**src/rtl/blaster_pkg.sv**
```systemverilog
// blaster_pkg: shared state encoding and command-byte field positions for the USB-Blaster decoder.
package blaster_pkg;
   typedef enum logic [2:0] {IDLE, BB_RSP, SH_WAIT, SH_LOW, SH_HIGH, SH_RSP} state_t;
   localparam int BB_TCK    = 0;
   localparam int BB_TMS    = 1;
   localparam int BB_NCE    = 2;
   localparam int BB_NCS    = 3;
   localparam int BB_TDI    = 4;
   localparam int BB_LED    = 5;
   localparam int BB_READ   = 6;
   localparam int HDR_SHIFT = 7;
   localparam int HDR_READ  = 6;
   localparam int CNT_W     = 6;
endpackage

```
**src/rtl/blaster_tck_phase.sv**
```systemverilog
// blaster_tck_phase: TCK half-period timer; start reloads it, done is high on the last cycle of the phase.
module blaster_tck_phase #(
   parameter int unsigned CLK_DIV = 2
) (
   input  logic clk,
   input  logic rst_n,
   input  logic start,
   output logic done
);
   localparam int W = $clog2(CLK_DIV + 1);
   logic [W-1:0] cnt;
   always_ff @(posedge clk or negedge rst_n) begin
      if (!rst_n) cnt <= '0;
      else if (start) cnt <= W'(CLK_DIV - 1);
      else if (cnt != '0) cnt <= cnt - 1'b1;
   end
   assign done = cnt == '0;
endmodule

```
**src/rtl/blaster_cmd_decoder.sv**
```systemverilog
// blaster_cmd_decoder: decodes USB-Blaster bit-bang and byte-shift commands into JTAG/AS pin activity.
module blaster_cmd_decoder
   import blaster_pkg::*;
#(
   parameter int unsigned CLK_DIV = 2
) (
   input  logic       i_clk,
   input  logic       i_rst_n,
   input  logic [7:0] i_cmd_data,
   input  logic       i_cmd_valid,
   output logic       o_cmd_ready,
   output logic [7:0] o_rsp_data,
   output logic       o_rsp_valid,
   input  logic       i_rsp_ready,
   output logic       o_tck,
   output logic       o_tms,
   output logic       o_tdi,
   output logic       o_nce,
   output logic       o_ncs,
   output logic       o_led,
   input  logic       i_tdo,
   input  logic       i_asdo,
   output logic       o_activity
);
   state_t state, state_nx;
   logic [CNT_W-1:0] n;
   logic rd, start, done, accept, last_bit;
   logic [7:0] shreg, cap;
   logic [2:0] idx;

   blaster_tck_phase #(.CLK_DIV(CLK_DIV)) u_phase (
      .clk(i_clk), .rst_n(i_rst_n), .start(start), .done(done)
   );

   // ready is gated by reset so nothing is consumed while held in reset
   assign o_cmd_ready = i_rst_n && (state == IDLE || state == SH_WAIT);
   assign accept = i_cmd_valid && o_cmd_ready;
   assign o_activity = accept;
   assign o_rsp_valid = state == BB_RSP || state == SH_RSP;
   assign last_bit = idx == 3'd7;

   always_comb begin
      state_nx = state;
      start = 1'b0;
      case (state)
         IDLE:    if (accept) state_nx = i_cmd_data[HDR_SHIFT]
                     ? (i_cmd_data[CNT_W-1:0] != '0 ? SH_WAIT : IDLE)
                     : (i_cmd_data[BB_READ] ? BB_RSP : IDLE);
         BB_RSP:  if (i_rsp_ready) state_nx = IDLE;
         SH_WAIT: if (accept) begin
            state_nx = SH_LOW;
            start = 1'b1;
         end
         SH_LOW:  if (done) begin
            state_nx = SH_HIGH;
            start = 1'b1;
         end
         SH_HIGH: if (done) begin
            start = !last_bit;
            state_nx = !last_bit ? SH_LOW : rd ? SH_RSP : n > CNT_W'(1) ? SH_WAIT : IDLE;
         end
         SH_RSP:  if (i_rsp_ready) state_nx = n != '0 ? SH_WAIT : IDLE;
         default: state_nx = IDLE;
      endcase
   end

   always_ff @(posedge i_clk or negedge i_rst_n) begin
      if (!i_rst_n) begin
         state <= IDLE;
         o_tck <= 1'b0;
         o_tms <= 1'b0;
         o_tdi <= 1'b0;
         o_led <= 1'b0;
         o_nce <= 1'b1;
         o_ncs <= 1'b1;
         o_rsp_data <= '0;
         n <= '0;
         rd <= 1'b0;
         shreg <= '0;
         cap <= '0;
         idx <= '0;
      end else begin
         state <= state_nx;
         if (accept && state == IDLE && !i_cmd_data[HDR_SHIFT]) begin
            o_tck <= i_cmd_data[BB_TCK];
            o_tms <= i_cmd_data[BB_TMS];
            o_nce <= i_cmd_data[BB_NCE];
            o_ncs <= i_cmd_data[BB_NCS];
            o_tdi <= i_cmd_data[BB_TDI];
            o_led <= i_cmd_data[BB_LED];
            if (i_cmd_data[BB_READ]) o_rsp_data <= {6'b0, i_asdo, i_tdo};
         end
         if (accept && state == IDLE && i_cmd_data[HDR_SHIFT]) begin
            n <= i_cmd_data[CNT_W-1:0];
            rd <= i_cmd_data[HDR_READ];
         end
         if (accept && state == SH_WAIT) begin
            shreg <= i_cmd_data;
            idx <= '0;
            o_tck <= 1'b0;
            o_tdi <= i_cmd_data[0];
         end
         if (state == SH_LOW && done) begin
            o_tck <= 1'b1;
            cap[idx] <= i_tdo;
         end
         if (state == SH_HIGH && done) begin
            o_tck <= 1'b0;
            if (last_bit) begin
               n <= n - 1'b1;
               if (rd) o_rsp_data <= cap;
            end else begin
               idx <= idx + 3'd1;
               o_tdi <= shreg[idx + 3'd1];
            end
         end
      end
   end
endmodule

```
**config.mk**
```make
export PLATFORM = sky130hd
export DESIGN_NAME = blaster_cmd_decoder
export DESIGN_NICKNAME = d
export VERILOG_FILES = /design/src/rtl/blaster_pkg.sv /design/src/rtl/blaster_tck_phase.sv /design/src/rtl/blaster_cmd_decoder.sv
export SDC_FILE = /design/constraint.sdc
export NUM_CORES = 1
export LEC_CHECK = 0
export ABC_CLOCK_PERIOD_IN_PS = 1700
export CAP_MARGIN = 10
export CORE_UTILIZATION = 33
export DETAILED_ROUTE_END_ITERATION = 8
export PLACE_DENSITY = 0.57
export SYNTH_ARGS = -nofsm -noshare
export SYNTH_HDL_FRONTEND = slang
export SYNTH_SLANG_ARGS = --single-unit
```
**constraint.sdc**
```tcl
create_clock -name i_clk -period 1.7 [get_ports i_clk]
set_clock_uncertainty 0.15 [all_clocks]
set_input_delay 0.34 -clock i_clk [delete_from_list [all_inputs] [get_ports i_clk]]
set_output_delay 0.34 -clock i_clk [all_outputs]
set_load 0.01 [all_outputs]
```
---- Yosys cells after proc, flatten, opt, wreduce, memory -nomap -nowiden ----
Index checks and enable logic that the tools add are counted.
operators by class
  add/subtract/negate cells ............... 3
  multipliers ............................. 0
  div/mod/pow operators ................... 0
  $lt $le $gt $ge ......................... 4
  equality and inequality tests ........... 12
  shift-type cells ........................ 0
  muxes and demuxes ....................... 44
  bitwise logic cells ..................... 0
  reduce and logical (&&, ||, !) cells .... 21
operators with widths
  cell                 count
  $mux 8               5
  $mux 3               11
  $mux 6               3
  $pmux 3 s6           1
  $mux 1               14
  $mux 2               6
  $ne 2x2->1 const B   6
  $reduce_bool 6->1    2
  $eq 3x3->1 const B   3
  $logic_and 1x1->1    9
  $bwmux 8             1
  $lt 3x4->1 const B   2
  $eq 3x2->1 const B   2
  $gt 6x1->1 const B   1
  $reduce_and 6->1     1
  $sub 6x1->6 const B  1
  $reduce_bool 2->1    2
  $reduce_bool 4->1    1
  $add 3x1->3 const B  1
  $bmux 1 s3           1
  $demux 1 s3          1
  $eq 3x1->1 const B   1
  $ge 3x1->1 const B   1
  $logic_not 3->1      1
  5 further kinds      7
storage, ports and cells
  register bits after elaboration ......... 45
  latch bits .............................. 0
  RAM bits ................................ 0
  memory bits (read-only) ................. 0
  input port bits ......................... 14
  output and inout bits ................... 17
  word-level logic and storage cells ...... 98
  memories kept ........................... 0

---- Longest topological paths before layout ----
  depth after elaboration ................. 10
  depth in mapped cells ................... 8
  depth with buffers taken out ............ 7

---- Hierarchy ----
Synthesis repeated with hierarchy kept, for this count alone.
second synthesis, totals
  cells, all modules ...................... 208
  area, all modules ....................... 2356.0 µm²
by module, submodules not included
  module               times used  cells an instance  area each (µm²)  seq. area each (µm²)
  blaster_cmd_decoder  1           199                2257.2           1078.5
  blaster_tck_phase    1           9                  98.8             50.0

---- Worst setup path after synthesis ----
No wires, ideal clock.
  path kind ............................... register -> register
  from .................................... register state[0]
  to ...................................... register o_tck
  setup time .............................. 129 ps
  data arrival time ....................... 1486 ps
  slack ................................... -65 ps
  cell stages (with the launch flop) ...... 7
  path through ............................ dfrtp_1 buf_6 nand4bb_4 or3_4 mux2_4 nand2_1 a21oi_1
on the way
  longest elaborated chain between the ends .. 8
ends and longest elaborated chain
  what                                           RTL line                                                                         source
  from (decl)                                    blaster_cmd_decoder.sv:25                                                        state_t state, state_nx;
  from (signal assigned)                         blaster_cmd_decoder.sv:83                                                        state <= state_nx;
  $eq 3x2->1 or $logic_not 3->1 (tied branches)  blaster_cmd_decoder.sv:36, blaster_cmd_decoder.sv:97, blaster_cmd_decoder.sv:84
  $logic_or 1x1->1                               blaster_cmd_decoder.sv:36                                                        assign o_cmd_ready = i_rst_n && (state == IDLE || state == SH_WAIT);
  $logic_and 1x1->1                              blaster_cmd_decoder.sv:36
  $logic_and 1x1->1                              blaster_cmd_decoder.sv:37                                                        assign accept = i_cmd_valid && o_cmd_ready;
  $logic_and 1x1->1                              blaster_cmd_decoder.sv:97                                                        if (accept && state == SH_WAIT) begin
  $mux 1                                         blaster_cmd_decoder.sv:97
  $mux 1                                         blaster_cmd_decoder.sv:103                                                       if (state == SH_LOW && done) begin
  $mux 1                                         blaster_cmd_decoder.sv:107                                                       if (state == SH_HIGH && done) begin
  to (signal assigned)                           blaster_cmd_decoder.sv:85                                                        o_tck <= i_cmd_data[BB_TCK];
  to (decl)                                      blaster_cmd_decoder.sv:15                                                        output logic o_tck,
Several ways; a longest one is shown, not always the timed one.
A chain may end at the register's enable or synchronous reset.

---- Final worst setup path ----
  from .................................... register state[2]
  to ...................................... register o_tck
Same word-level chain as after synthesis.

==> summary.md <==
| Metric | Value |
|---|---|
| Final GP Congestion | 0.814 |
| WL final | 6390 um |
| Avg Inst Size Synth | 10.3 sq um |
| Cell Area, Placed | 3020 sq um |
| Final worst path period need | 1760 ps |
| Overflow after GRT | 0 |
| Post-route cell area | 3610 sq um |
| Layout cells sized above 1 | 0.481 |
| IR drop worst, VDD | 594 uV |
| Tightest Hold Check Type | in2async |
| Syn. warnings | 0 |
| Core area | 6790 sq um |
| Placed insts | 385 |
| Lkg Pwr | 1.70 nW |
| DP Worst Slack | -522 ps |
| Initial Utilization | 0.341 |
| Final Max Tran Viols | 0 |
| Final Hold Viols | 0 |
| Root Driver | clkbuf_8 |
| Fmax achieved | 569 MHz |
| Complex-gate fraction of the synthesized area | 0.123 |
| Worst-Skew Late Latency | 300 ps |
| Adder-Cell Fraction of Synth Area | 0.0270 |
| Die height | 85.8 um |
| Cell Rows | 30 |
| Slew @ Worst Pin | 360 ps |
| R2R Setup Slk | -60 ps |
| Largest net degree at the start of global routing | 24 |
| Initial antenna violation count | 0 |
| Via/cell ratio | 5.03 |
| Synth Flop Type | dfrtp_1 |
| Die width | 85.8 um |
| Max cap viols | 0 |
| Post-synth EDFFs | 0 |
| Ys async rst share | 1.00 |
| CTS H-tree depth | 2 |
| Vias | 2052 |
| Failing checks | setup timing |
| Vias in the first global route | 1997 |
| Clk sink count | 45 |
| Reg2Reg Depth | 5 |
| Clock Path Buffers | 2 |
| Count of boundary I/O pins | 31 |
| Syn_nets | 244 |
| Crit start category | register |
| Final cell count without fillers | 408 |
| Mux share of post-synthesis cell area | 0.121 |
| PD cells | 1490 nW/um^2 |
| Reg-to-Reg End | o_tck$_DFFE_PN0P_ |
| Area grow syn2layout | 55.9% |
| Post-DRT Antenna Nets | 0 |
| Post-synthesis simple-gate area fraction | 0.202 |
| Fin crit share | 1.03 |
| Synth Area in XOR/XNOR | 0.00378 |
| Avg WL per Cell | 15.7 um |
| # DRC | 0 |
| Netlist cell types | 47 |
| CP arrival | 1810 ps |
| Post-DP HPWL | 4440 um |
| Seq/Total Area, Yosys | 0.487 |
| Final Core Density | 0.532 |
| Total GRT Usage | 0.178 |
| WP data required | 1750 ps |
| TritonCTS clock tree | yes |
| R2R Path Start | state[2]$_DFFE_PN0P_ |
| PnR Total Power | 5.38 mW |
| Setup Total Neg Slack | -290 ps |
| Main combinational cell family by area after synthesis | simple AND/OR/NAND/NOR gates |
| RSZ-0062 raised after global routing | true |
| Final WS setup | -57.6 ps |
| Register area | 1130 sq um |
| Final setup fails | 9 |
| Synth Register Bits | 45 |
| Worst rel slew slack | 0.760 |
| First-pass GRT wire length | 9950 um |
| Hold_ws | 82.7 ps |
| CP endpoint kind | register |
| Critical path peak fanout | 4 |
| Status | finished with violations |
| TritonCTS Buffers | 5 |
| TritonRoute pass-1 iters | 5 |
| # diodes | 0 |
| Die ar. | 7370 sq um |
| Reg clk slew, reported paths | 90 ps |
| Cells after synthesis | 225 |
| Fillcell total | 599 |
| Final nets | 330 |
| WS Path Type | reg2reg |
| Multi-input gate area | 1420 sq um |
| Drt first-iter violations | 62 |
| Syn Std Cell Area | 2320 sq um |
| Port bufs | 30 |
==> layout by cell type, fill, tap and decap left out, types with 7 or more instances in the layout <==
cell type	count
mux2_2	13
nor2_1	10
buf_6	13
dlymetal6s2s_1	7
buf_4	49
dlygate4sd2_1	13
nand2_1	31
dfrtp_1	41
==> what timing repair did <==
action / in CTS / in global routing
buffers inserted: 8 / 9
hold buffers: 1 / 0
pin swaps: 21 / 22
endpoints found under the hold margin: 3 / 0
gates resized for setup: 70 / 54
setup endpoints to repair: 41 / 44
==> layer usage <==
metal	GRT usage	vias to the layer above	wire, um
li1	-	981	-
met4	0.0636	0	84
met1	0.250	1037	3000
met3	0.0298	8	136
met2	0.278	26	3170
met5	0	-	0
==> cells in the mapped netlist (2+ instances only) <==
cell type / count / area (sq um)
nor2b_1: 3 / 18.8
clkbuf_1: 5 / 18.8
nand2_1: 38 / 143
mux2_2: 17 / 191
nand2b_1: 2 / 12.5
nor2_1: 17 / 63.8
mux2i_1: 3 / 30.0
nand3_1: 8 / 40.0
a211oi_1: 2 / 15.0
o22ai_1: 2 / 12.5
dfrtp_1: 43 / 1080
nand3b_1: 4 / 30.0
a22o_1: 6 / 52.6
dfstp_2: 2 / 52.6
inv_1: 7 / 26.3
mux4_2: 2 / 45.0
ha_1: 5 / 62.6
a21oi_1: 11 / 55.1
nand4_1: 2 / 12.5
o21ai_0: 10 / 50.1
nor3b_1: 2 / 15.0
o31ai_1: 3 / 22.5
a311oi_1: 2 / 17.5
and2_1: 2 / 12.5
buf_2: 5 / 25.0
==> area by class of cell <==
| cell class | count | area share |
|---|---|---|
| multi-input cells | 161 | 0.394 |
| flip-flops and latches | 45 | 0.313 |
| repair buffers | 90 | 0.219 |
| well taps | 96 | 0.0332 |
| clock buffers | 6 | 0.0228 |
| clock inverters | 2 | 0.0104 |
| inverters | 8 | 0.00831 |
==> power breakdown <==
group          total, mW  switching, mW  internal (mW)
registers           1.90          0.367           1.53
clock network      0.858          0.380          0.478
logic               2.63           1.18           1.45
==> critical path, stage by stage (launching register included) <==
cell       delay, ps
dfrtp_2          440
nand4bb_4        280
or3_4            370
mux2_4           310
nand2_2           60
a21oi_2           50
==> kinds of logic after synthesis <==
group / after synthesis
mux: 23
fa+ha+maj: 5
simple gates: 89
xor+xnor: 1
flops: 45
buf+inv: 19
compound gates: 43
==> worst max path at each step <==
stage / start / end / slack (ps)
2_1_floorplan: state[0]$_DFFE_PN0P_ / o_tck$_DFFE_PN0P_ / -70
3_3_place_gp: i_cmd_valid / o_activity / -520
3_5_place_dp: i_cmd_valid / o_activity / -520
4_1_cts: state[2]$_DFFE_PN0P_ / cap[5]$_DFFE_PN0P_ / -50
5_1_grt: state[2]$_DFFE_PN0P_ / o_tck$_DFFE_PN0P_ / -110
6_report: state[2]$_DFFE_PN0P_ / o_tck$_DFFE_PN0P_ / -60
==> sequential cells by signal (all words and copies together) (netlist names) <==
register	count
o_tdi	1
shreg	8
o_tck	1
state	3
n	6
u_phase.cnt	2
o_nce	1
o_tms	1
o_ncs	1
o_led	1
rd	1
cap	8
o_rsp_data	8
idx	3
Power figures use the tool's default switching activity.
